`src/rtl/noc_axi_wr_arbiter.sv`:
```
// Write-channel arbiter: shares one AXI slave AW+W port among NUM_MST masters.
// AW is arbitrated round-robin and held until the slave accepts it. The grant index
// is prepended to AWID so B responses can be routed back. An in-order grant FIFO
// then steers each W burst from the granted master until its WLAST.
module noc_axi_wr_arbiter #(
    parameter int  NUM_MST  = 4,
    parameter int  ADDR_W   = 32,
    parameter int  DATA_W   = 64,
    parameter int  ID_W     = 4,
    parameter int  WQ_DEPTH = 4,
    localparam int IDX_W    = (NUM_MST > 1) ? $clog2(NUM_MST) : 1,
    localparam int STRB_W   = DATA_W / 8
) (
    input  logic                        clk,
    input  logic                        rst_n,
    input  logic [NUM_MST-1:0]          s_aw_valid,
    output logic [NUM_MST-1:0]          s_aw_ready,
    input  logic [NUM_MST*ID_W-1:0]     s_aw_id,
    input  logic [NUM_MST*ADDR_W-1:0]   s_aw_addr,
    input  logic [NUM_MST*8-1:0]        s_aw_len,
    input  logic [NUM_MST-1:0]          s_w_valid,
    output logic [NUM_MST-1:0]          s_w_ready,
    input  logic [NUM_MST*DATA_W-1:0]   s_w_data,
    input  logic [NUM_MST*STRB_W-1:0]   s_w_strb,
    input  logic [NUM_MST-1:0]          s_w_last,
    output logic                        m_aw_valid,
    input  logic                        m_aw_ready,
    output logic [IDX_W+ID_W-1:0]       m_aw_id,
    output logic [ADDR_W-1:0]           m_aw_addr,
    output logic [7:0]                  m_aw_len,
    output logic                        m_w_valid,
    input  logic                        m_w_ready,
    output logic [DATA_W-1:0]           m_w_data,
    output logic [STRB_W-1:0]           m_w_strb,
    output logic                        m_w_last,
    output logic                        wq_full
);

    localparam int PTR_W = (WQ_DEPTH > 1) ? $clog2(WQ_DEPTH) : 1;
    localparam int CNT_W = $clog2(WQ_DEPTH + 1);

    typedef enum logic {
        IDLE,
        LOCK
    } state_t;

    state_t              state_q, state_d;
    logic [IDX_W-1:0]    rr_ptr;
    logic [IDX_W-1:0]    grant_idx;
    logic [IDX_W-1:0]    win_idx;
    logic [IDX_W-1:0]    cand_idx;
    logic [ID_W-1:0]     aw_id_q;
    logic                grant_en;
    logic                aw_hs;

    logic [IDX_W-1:0]    wq_mem [WQ_DEPTH];
    logic [PTR_W-1:0]    wr_ptr, rd_ptr;
    logic [CNT_W-1:0]    count, count_d;
    logic                wq_empty;
    logic                wq_push, wq_pop;
    logic [IDX_W-1:0]    head_idx;

    function automatic logic [PTR_W-1:0] ptr_inc(input logic [PTR_W-1:0] ptr);
        return (ptr == PTR_W'(WQ_DEPTH - 1)) ? '0 : ptr + 1'b1;
    endfunction

    assign grant_en = (state_q == IDLE) && (|s_aw_valid) && !wq_full;
    assign aw_hs    = (state_q == LOCK) && m_aw_ready;

    assign m_aw_valid = (state_q == LOCK);
    assign m_aw_id    = {grant_idx, aw_id_q};

    // Round-robin search starting just after rr_ptr; the lowest offset is visited last so it wins.
    // NOTE: every variable written in a combinational block gets a default first, so no path leaves it unassigned and no latch is inferred.
    always_comb begin
        win_idx  = '0;
        cand_idx = '0;
        for (int k = NUM_MST; k >= 1; k--) begin
            cand_idx = IDX_W'((int'(rr_ptr) + k) % NUM_MST);
            if (s_aw_valid[cand_idx]) begin
                win_idx = cand_idx;
            end
        end
    end

    // AW next-state: grab a winner when idle, release on the slave handshake.
    always_comb begin
        state_d = state_q;
        case (state_q)
            IDLE:    if (grant_en)   state_d = LOCK;
            LOCK:    if (m_aw_ready) state_d = IDLE;
            default:                 state_d = IDLE;
        endcase
    end

    // Forward the slave AWREADY only to the master currently holding the grant.
    always_comb begin
        s_aw_ready = '0;
        if (state_q == LOCK) begin
            s_aw_ready[grant_idx] = m_aw_ready;
        end
    end

    // State register plus the AW fields captured at grant time.
    // NOTE: sequential state uses non-blocking assignments so every register samples pre-edge values.
    always_ff @(posedge clk) begin
        if (!rst_n) begin
            state_q   <= IDLE;
            rr_ptr    <= IDX_W'(NUM_MST - 1);
            grant_idx <= '0;
            aw_id_q   <= '0;
            m_aw_addr <= '0;
            m_aw_len  <= '0;
        end else begin
            state_q <= state_d;
            if (grant_en) begin
                grant_idx <= win_idx;
                aw_id_q   <= s_aw_id[win_idx*ID_W +: ID_W];
                m_aw_addr <= s_aw_addr[win_idx*ADDR_W +: ADDR_W];
                m_aw_len  <= s_aw_len[win_idx*8 +: 8];
            end
            if (aw_hs) begin
                rr_ptr <= grant_idx;
            end
        end
    end

    assign wq_empty = (count == '0);
    assign wq_push  = aw_hs;
    assign wq_pop   = m_w_valid && m_w_ready && m_w_last;

    // Occupancy after this cycle's push/pop; simultaneous push and pop cancel.
    always_comb begin
        count_d = count;
        if (wq_push && !wq_pop) begin
            count_d = count + 1'b1;
        end else if (!wq_push && wq_pop) begin
            count_d = count - 1'b1;
        end
    end

    // Grant FIFO pointers, occupancy and the registered full flag.
    always_ff @(posedge clk) begin
        if (!rst_n) begin
            wr_ptr  <= '0;
            rd_ptr  <= '0;
            count   <= '0;
            wq_full <= 1'b0;
        end else begin
            if (wq_push) wr_ptr <= ptr_inc(wr_ptr);
            if (wq_pop)  rd_ptr <= ptr_inc(rd_ptr);
            count   <= count_d;
            wq_full <= (count_d == CNT_W'(WQ_DEPTH));
        end
    end

    // Grant FIFO storage.
    // NOTE: the storage array is not reset; only entries between rd_ptr and wr_ptr are ever read, and the pointers are reset.
    always_ff @(posedge clk) begin
        if (wq_push) begin
            wq_mem[wr_ptr] <= grant_idx;
        end
    end

    // Steer W from the master at the FIFO head; everything is quiet when the FIFO is empty.
    always_comb begin
        head_idx  = wq_empty ? '0 : wq_mem[rd_ptr];
        s_w_ready = '0;
        m_w_valid = 1'b0;
        m_w_data  = '0;
        m_w_strb  = '0;
        m_w_last  = 1'b0;
        if (!wq_empty) begin
            m_w_valid           = s_w_valid[head_idx];
            s_w_ready[head_idx] = m_w_ready;
            m_w_data            = s_w_data[head_idx*DATA_W +: DATA_W];
            m_w_strb            = s_w_strb[head_idx*STRB_W +: STRB_W];
            m_w_last            = s_w_last[head_idx];
        end
    end

endmodule

```
`config.mk`:
```
export PLATFORM = sky130hd
export DESIGN_NAME = noc_axi_wr_arbiter
export DESIGN_NICKNAME = d
export VERILOG_FILES = /design/src/rtl/noc_axi_wr_arbiter.sv
export SDC_FILE = /design/constraint.sdc
export NUM_CORES = 1
export LEC_CHECK = 0
export BUFFER_PORTS_ARGS = -buffer_cell sky130_fd_sc_hd__buf_4
export CORE_AREA = 4 4 232 234
export DETAILED_ROUTE_END_ITERATION = 12
export DIE_AREA = 0 0 236 238
export GPL_TIMING_DRIVEN = 0
export SLEW_MARGIN = 0
export SYNTH_ARGS = -nofsm -noshare
export SYNTH_HDL_FRONTEND = slang
export SYNTH_SLANG_ARGS = --single-unit
```
`constraint.sdc`:
```
create_clock -name clk -period 3.3 [get_ports clk]
set_input_delay 0.495 -clock clk [delete_from_list [all_inputs] [get_ports clk]]
set_output_delay 0.495 -clock clk [all_outputs]
set_load 0.01 [all_outputs]
```
Word level (Yosys, flattened, before mapping)
Memory sizes are Yosys's and may differ from the RTL's. A register that Yosys moved wholly into a read port is not among the register bits.
Index checks and enable logic that the tools add are counted.
- RAM bits: 8
- word-level logic and storage cells: 90
- output and inout port bits: 130
- memories kept: 1
- register bits: 57
- memory list (name ; words ; bits a word ; rd ports ; clocked after Yosys merged registers in ; wr ports ; line ; source):
    wq_mem ; 4 ; 2 ; 1 ; 1 ; 1 ; 56 ; logic [IDX_W-1:0] wq_mem [WQ_DEPTH];
- order comparisons: 8
- shift operators: 5
- multiplexer cells: 38
- bitwise logic cells: 3
- $add $sub $neg: 8
- reductions and logical operators: 14
- eq/ne operators: 3
- operators with widths (operator ; number):
    indexed part select 256 x 9 -> 64 bit ; 1
    indexed part select 128 x 8 -> 32 bit ; 1
    two-way mux 64 bit ; 1
    indexed part select 32 x 6 -> 8 bit ; 2
    less-than comparator 2 x 3 -> 1 bit, second input constant ; 6
    two-way mux 2 bit ; 9
    indexed part select 16 x 5 -> 4 bit ; 1
    two-way mux 1 bit ; 14
    binary-select mux 1 bit (select 2 bit) ; 6
    logical AND 1 bit ; 9
    adder 2 x 1 -> 2 bit, second input constant ; 4
    AND 4 bit ; 2
    two-way mux 4 bit ; 2
    two-way mux 8 bit ; 1
    two-way mux 3 bit ; 2
    adder 2 bit, second input constant ; 2
    demux 1 bit (select 2 bit) ; 2
    == test 2 bit, second input constant ; 2
    >= comparator 2 x 1 -> 1 bit, second input constant ; 2
    OR reduction 4 bit ; 1
    adder 3 x 1 -> 3 bit, second input constant ; 1
    == test 3 bit, second input constant ; 1
    zero test 1 bit ; 3
    zero test 3 bit ; 1
    3 further kinds ; 3

Logic depth before layout (Yosys ltp)
- depth in word-level cells: 11
- gate-level depth with buffers: 10
- depth with buffers taken out: 9

Worst setup path before layout
No wires, ideal clock.
- path type: reg2out
- from: register (tool-made name)
- to: output port m_w_data[10]
- slack: 0.757 ns
- arrival time: 2.048 ns
- path buffers: 3
- stages on the path, launching flop included: 7
- cell sequence: dfxtp_1 > mux4_2 > buf_6 > buf_2 > buf_2 > mux4_2 > and2_1
- RTL lines (what ; line ; source):
    end, declared ; 33 ; output logic [DATA_W-1:0] m_w_data,

==> flow_metrics.tcl <==
set metrics [dict create \
    cts_num_sinks 67 \
    fin_ws_ps 118 \
    crit_slowest_cell "mux4_2" \
    multi_input_area_um2 4640 \
    overflow 0 \
    grt_max_degree 15 \
    drtIter0Drc 382 \
    yosysSeqAreaShare_pct 22.3 \
    worstHoldPathCells 2 \
    wl_per_cell_um 24.9 \
    vias 8863 \
    power_density_nw_per_um2 378 \
    period_minus_slack_ps 3180 \
    path_clk_slew_ps 60 \
    cap_violations 0 \
    die_y_um 238 \
    drc_errors 0 \
    initial_core_util_pct 12.2 \
    worst_setup_path_end_kind "output port" \
    fin_crit_sh_pct 96.4 \
    ys.flop_type "dfxtp_1" \
    synth_seq_cells 67 \
    r2r_slack_ps 520 \
    root_buffer "clkbuf_16" \
    use_met1_pct 19.1 \
    totalWireLength_um 53000 \
    fmax_ghz 0.314 \
    synth_cell_types 41 \
    hold_path.startpoint "m_aw_len[0]" \
    port_buffers 609 \
    gr-usage-all-layers_pct 17.9 \
    worstRegToRegCells 10 \
    core_area_um2 52000 \
    cts_setup_buffers 0 \
    async_flop_share_pct 0 \
    min_path_type "flip-flop to flip-flop" \
    r2r_end "m_aw_addr[7]" \
    drv_slew 0 \
    crit_required_ps 2800 \
    grt_antenna_before_repair 33 \
    clk_latency_ps 360 \
    max_stage_delay_ps 500 \
    dr.pass1.iters 4 \
    crit_type "flip-flop to output port" \
    grt_pass1_vias 9273 \
    syn-cell-area_um2 6360 \
    startpoint_type "flip-flop" \
    grt_first_pass_wirelength_um 71300 \
    final.fill_count 5797 \
    cts_buffer_depth 2 \
    timing.hold.ws_ps 465 \
    worst_pin_slew_ps 987 \
    met3_usage_pct 4.79 \
    max_slew_margin_pct 33.2 \
    dpl_worst_slack_ps -91.2 \
    drive_gt1_share_pct 51.6 \
    leakage_uw 0.00567 \
    syn_inst 786 \
    crit_arrival_ps 2690 \
    setup_viol 0 \
    met2_usage_pct 31.1 \
    dieArea_um2 56200 \
    dpl.hpwl_um 47200 \
    cts_tree "done" \
    crit_chain "mux4_2 > buf_2 > buf_4 > clkbuf_2 > mux4_2 > and2_1 > buf_4" \
    drtAntennaViolNets 0 \
    vdd_ir_drop_max_mv 0.247 \
    rr_startpoint "rr_ptr[0]" \
    hold_viol_final 0 \
    area_growth_pct 92.3 \
    die_w_um 236 \
    h-tree-depth 3 \
    fin_skew_ps 8.88 \
    cts_made_buffers 9 \
    rsz0062_at_grt "no" \
    via_per_inst 4.17 \
    min_to "m_aw_len[0]" \
    io_pins 610 \
    syn-num-nets 1274 \
    synth_edf_count 8 \
    seq_area_um2 1420 \
    core.rowCount 84 \
    fin_nets 1894 \
    synth_area_per_cell_um2 8.10 \
    gp_congestion 0.996 \
    ys_warn_count 0 \
    status "finished, final reports clean" \
    cts_hold_buffers 0 \
    cp_max_fo 10 \
    grt-busiest-layer "met2" \
]
-- cell type report --
type,instances,area share [%]
clock inverter,7,0.685
multi-input combinational,642,37.9
clock buffer,9,1.84
inverter,5,0.153
buffer,71,2.77
tap,688,7.03
sequential,67,11.6
antenna,28,0.572
timing repair buffer,610,37.4
-- power breakdown --
| group | internal, uW | total, uW | switching [uW] |
|---|---|---|---|
| Clock | 599 | 1050 | 446 |
| Combinational | 1260 | 2590 | 1330 |
| Sequential | 914 | 985 | 71.1 |
| Total | 2780 | 4620 | 1850 |
-- synthesized netlist by cell type (2+ instances only) --
cell type,number,share of area (%)
nor2b_1,4,0.39
nor2_1,8,0.47
a211o_1,2,0.28
dfxtp_1,59,19
buf_2,11,0.87
edfxtp_1,8,3.8
nand3_1,135,11
nand2_1,237,14
and2_1,77,7.6
mux4_2,74,26
mux2i_1,6,0.94
clkbuf_1,57,3.4
nor3_1,6,0.47
a21oi_1,2,0.16
o21ai_0,4,0.31
a21o_1,2,0.24
inv_1,5,0.29
nand2b_1,5,0.49
nor3b_1,2,0.24
buf_1,3,0.18
and3_1,7,0.69
a21boi_0,46,5.4
ha_1,8,1.6
-- cell usage in the layout (no fill, tap or decap), types with 9 or more instances in the layout --
master / synthesis / final
a21boi_0: 46 / 46
diode_2: 0 / 28
clkbuf_1: 57 / 50
clkbuf_16: 0 / 9
dfxtp_1: 59 / 58
nand2_1: 237 / 237
and2_1: 77 / 77
nand3_1: 135 / 135
buf_4: 0 / 615
mux4_2: 74 / 74
-- per-stage QoR --
step	instance area (um^2)	total power, uW	TNS (ps)	instances	util (%)
2_1_floorplan	6360	2100	0	786	-
3_3_place_gp	11800	3590	-183	2083	22.7
3_5_place_dp	11800	3600	-149	2084	22.7
4_1_cts	12200	4700	-7.15	2099	23.4
5_1_grt	12200	4910	0	2123	23.5
6_report	12200	4620	0	2127	23.5
-- state kept, by name (all words and copies together) (netlist names), named ones only --
register,flops
m_aw_len,8
rd_ptr,2
aw_id_q,4
count,3
m_aw_valid,1
grant_idx,2
wq_full,1
rr_ptr,2
m_aw_addr,32
wr_ptr,2
wq_mem,8
-- cells by family after synthesis --
logic type,share of synthesized area [%]
adder cells (fa/ha/maj),1.57
AO/OA/AOI/OAI,7.88
flip-flops,22.3
buffers and inverters,4.88
XOR/XNOR,0.393
AND/OR/NAND/NOR,35.6
multiplexers,27.3
-- what timing repair did --
item,4_1_cts,5_1_grt
setup endpoints to repair,75,7
gates cloned,0,0
gates resized for setup,25,2
-- routing by layer --
metal	wire, um	vias up	share of wire [%]
met5	41	-	0.077
met2	26600	551	50
met4	3290	6	6.2
met1	19000	4152	36
met3	3980	105	7.5
li1	-	4049	-
-- worst max-delay path: cells and delay by family (launching register included) --
family | cells | cell delay, ps
and+or+nand+nor | 1 | 210
buffers and inverters | 4 | 860
DFF | 1 | 370
muxes | 2 | 890
-- worst max path at each step --
stage                       startpoint  cells past startpoint      endpoint  slack (ps)
after floorplan              flip-flop                      6  m_w_data[10]         760
after global placement        count[0]                      8  m_w_data[49]         -70
after detailed placement      count[0]                      8  m_w_data[49]         -90
after CTS                 wq_mem[0][1]                      7   m_w_data[9]          -5
after global routing         flip-flop                      7  m_w_data[58]           6
final                        flip-flop                      7  m_w_data[55]         120
No activity file was read; power rests on OpenSTA's default activity.
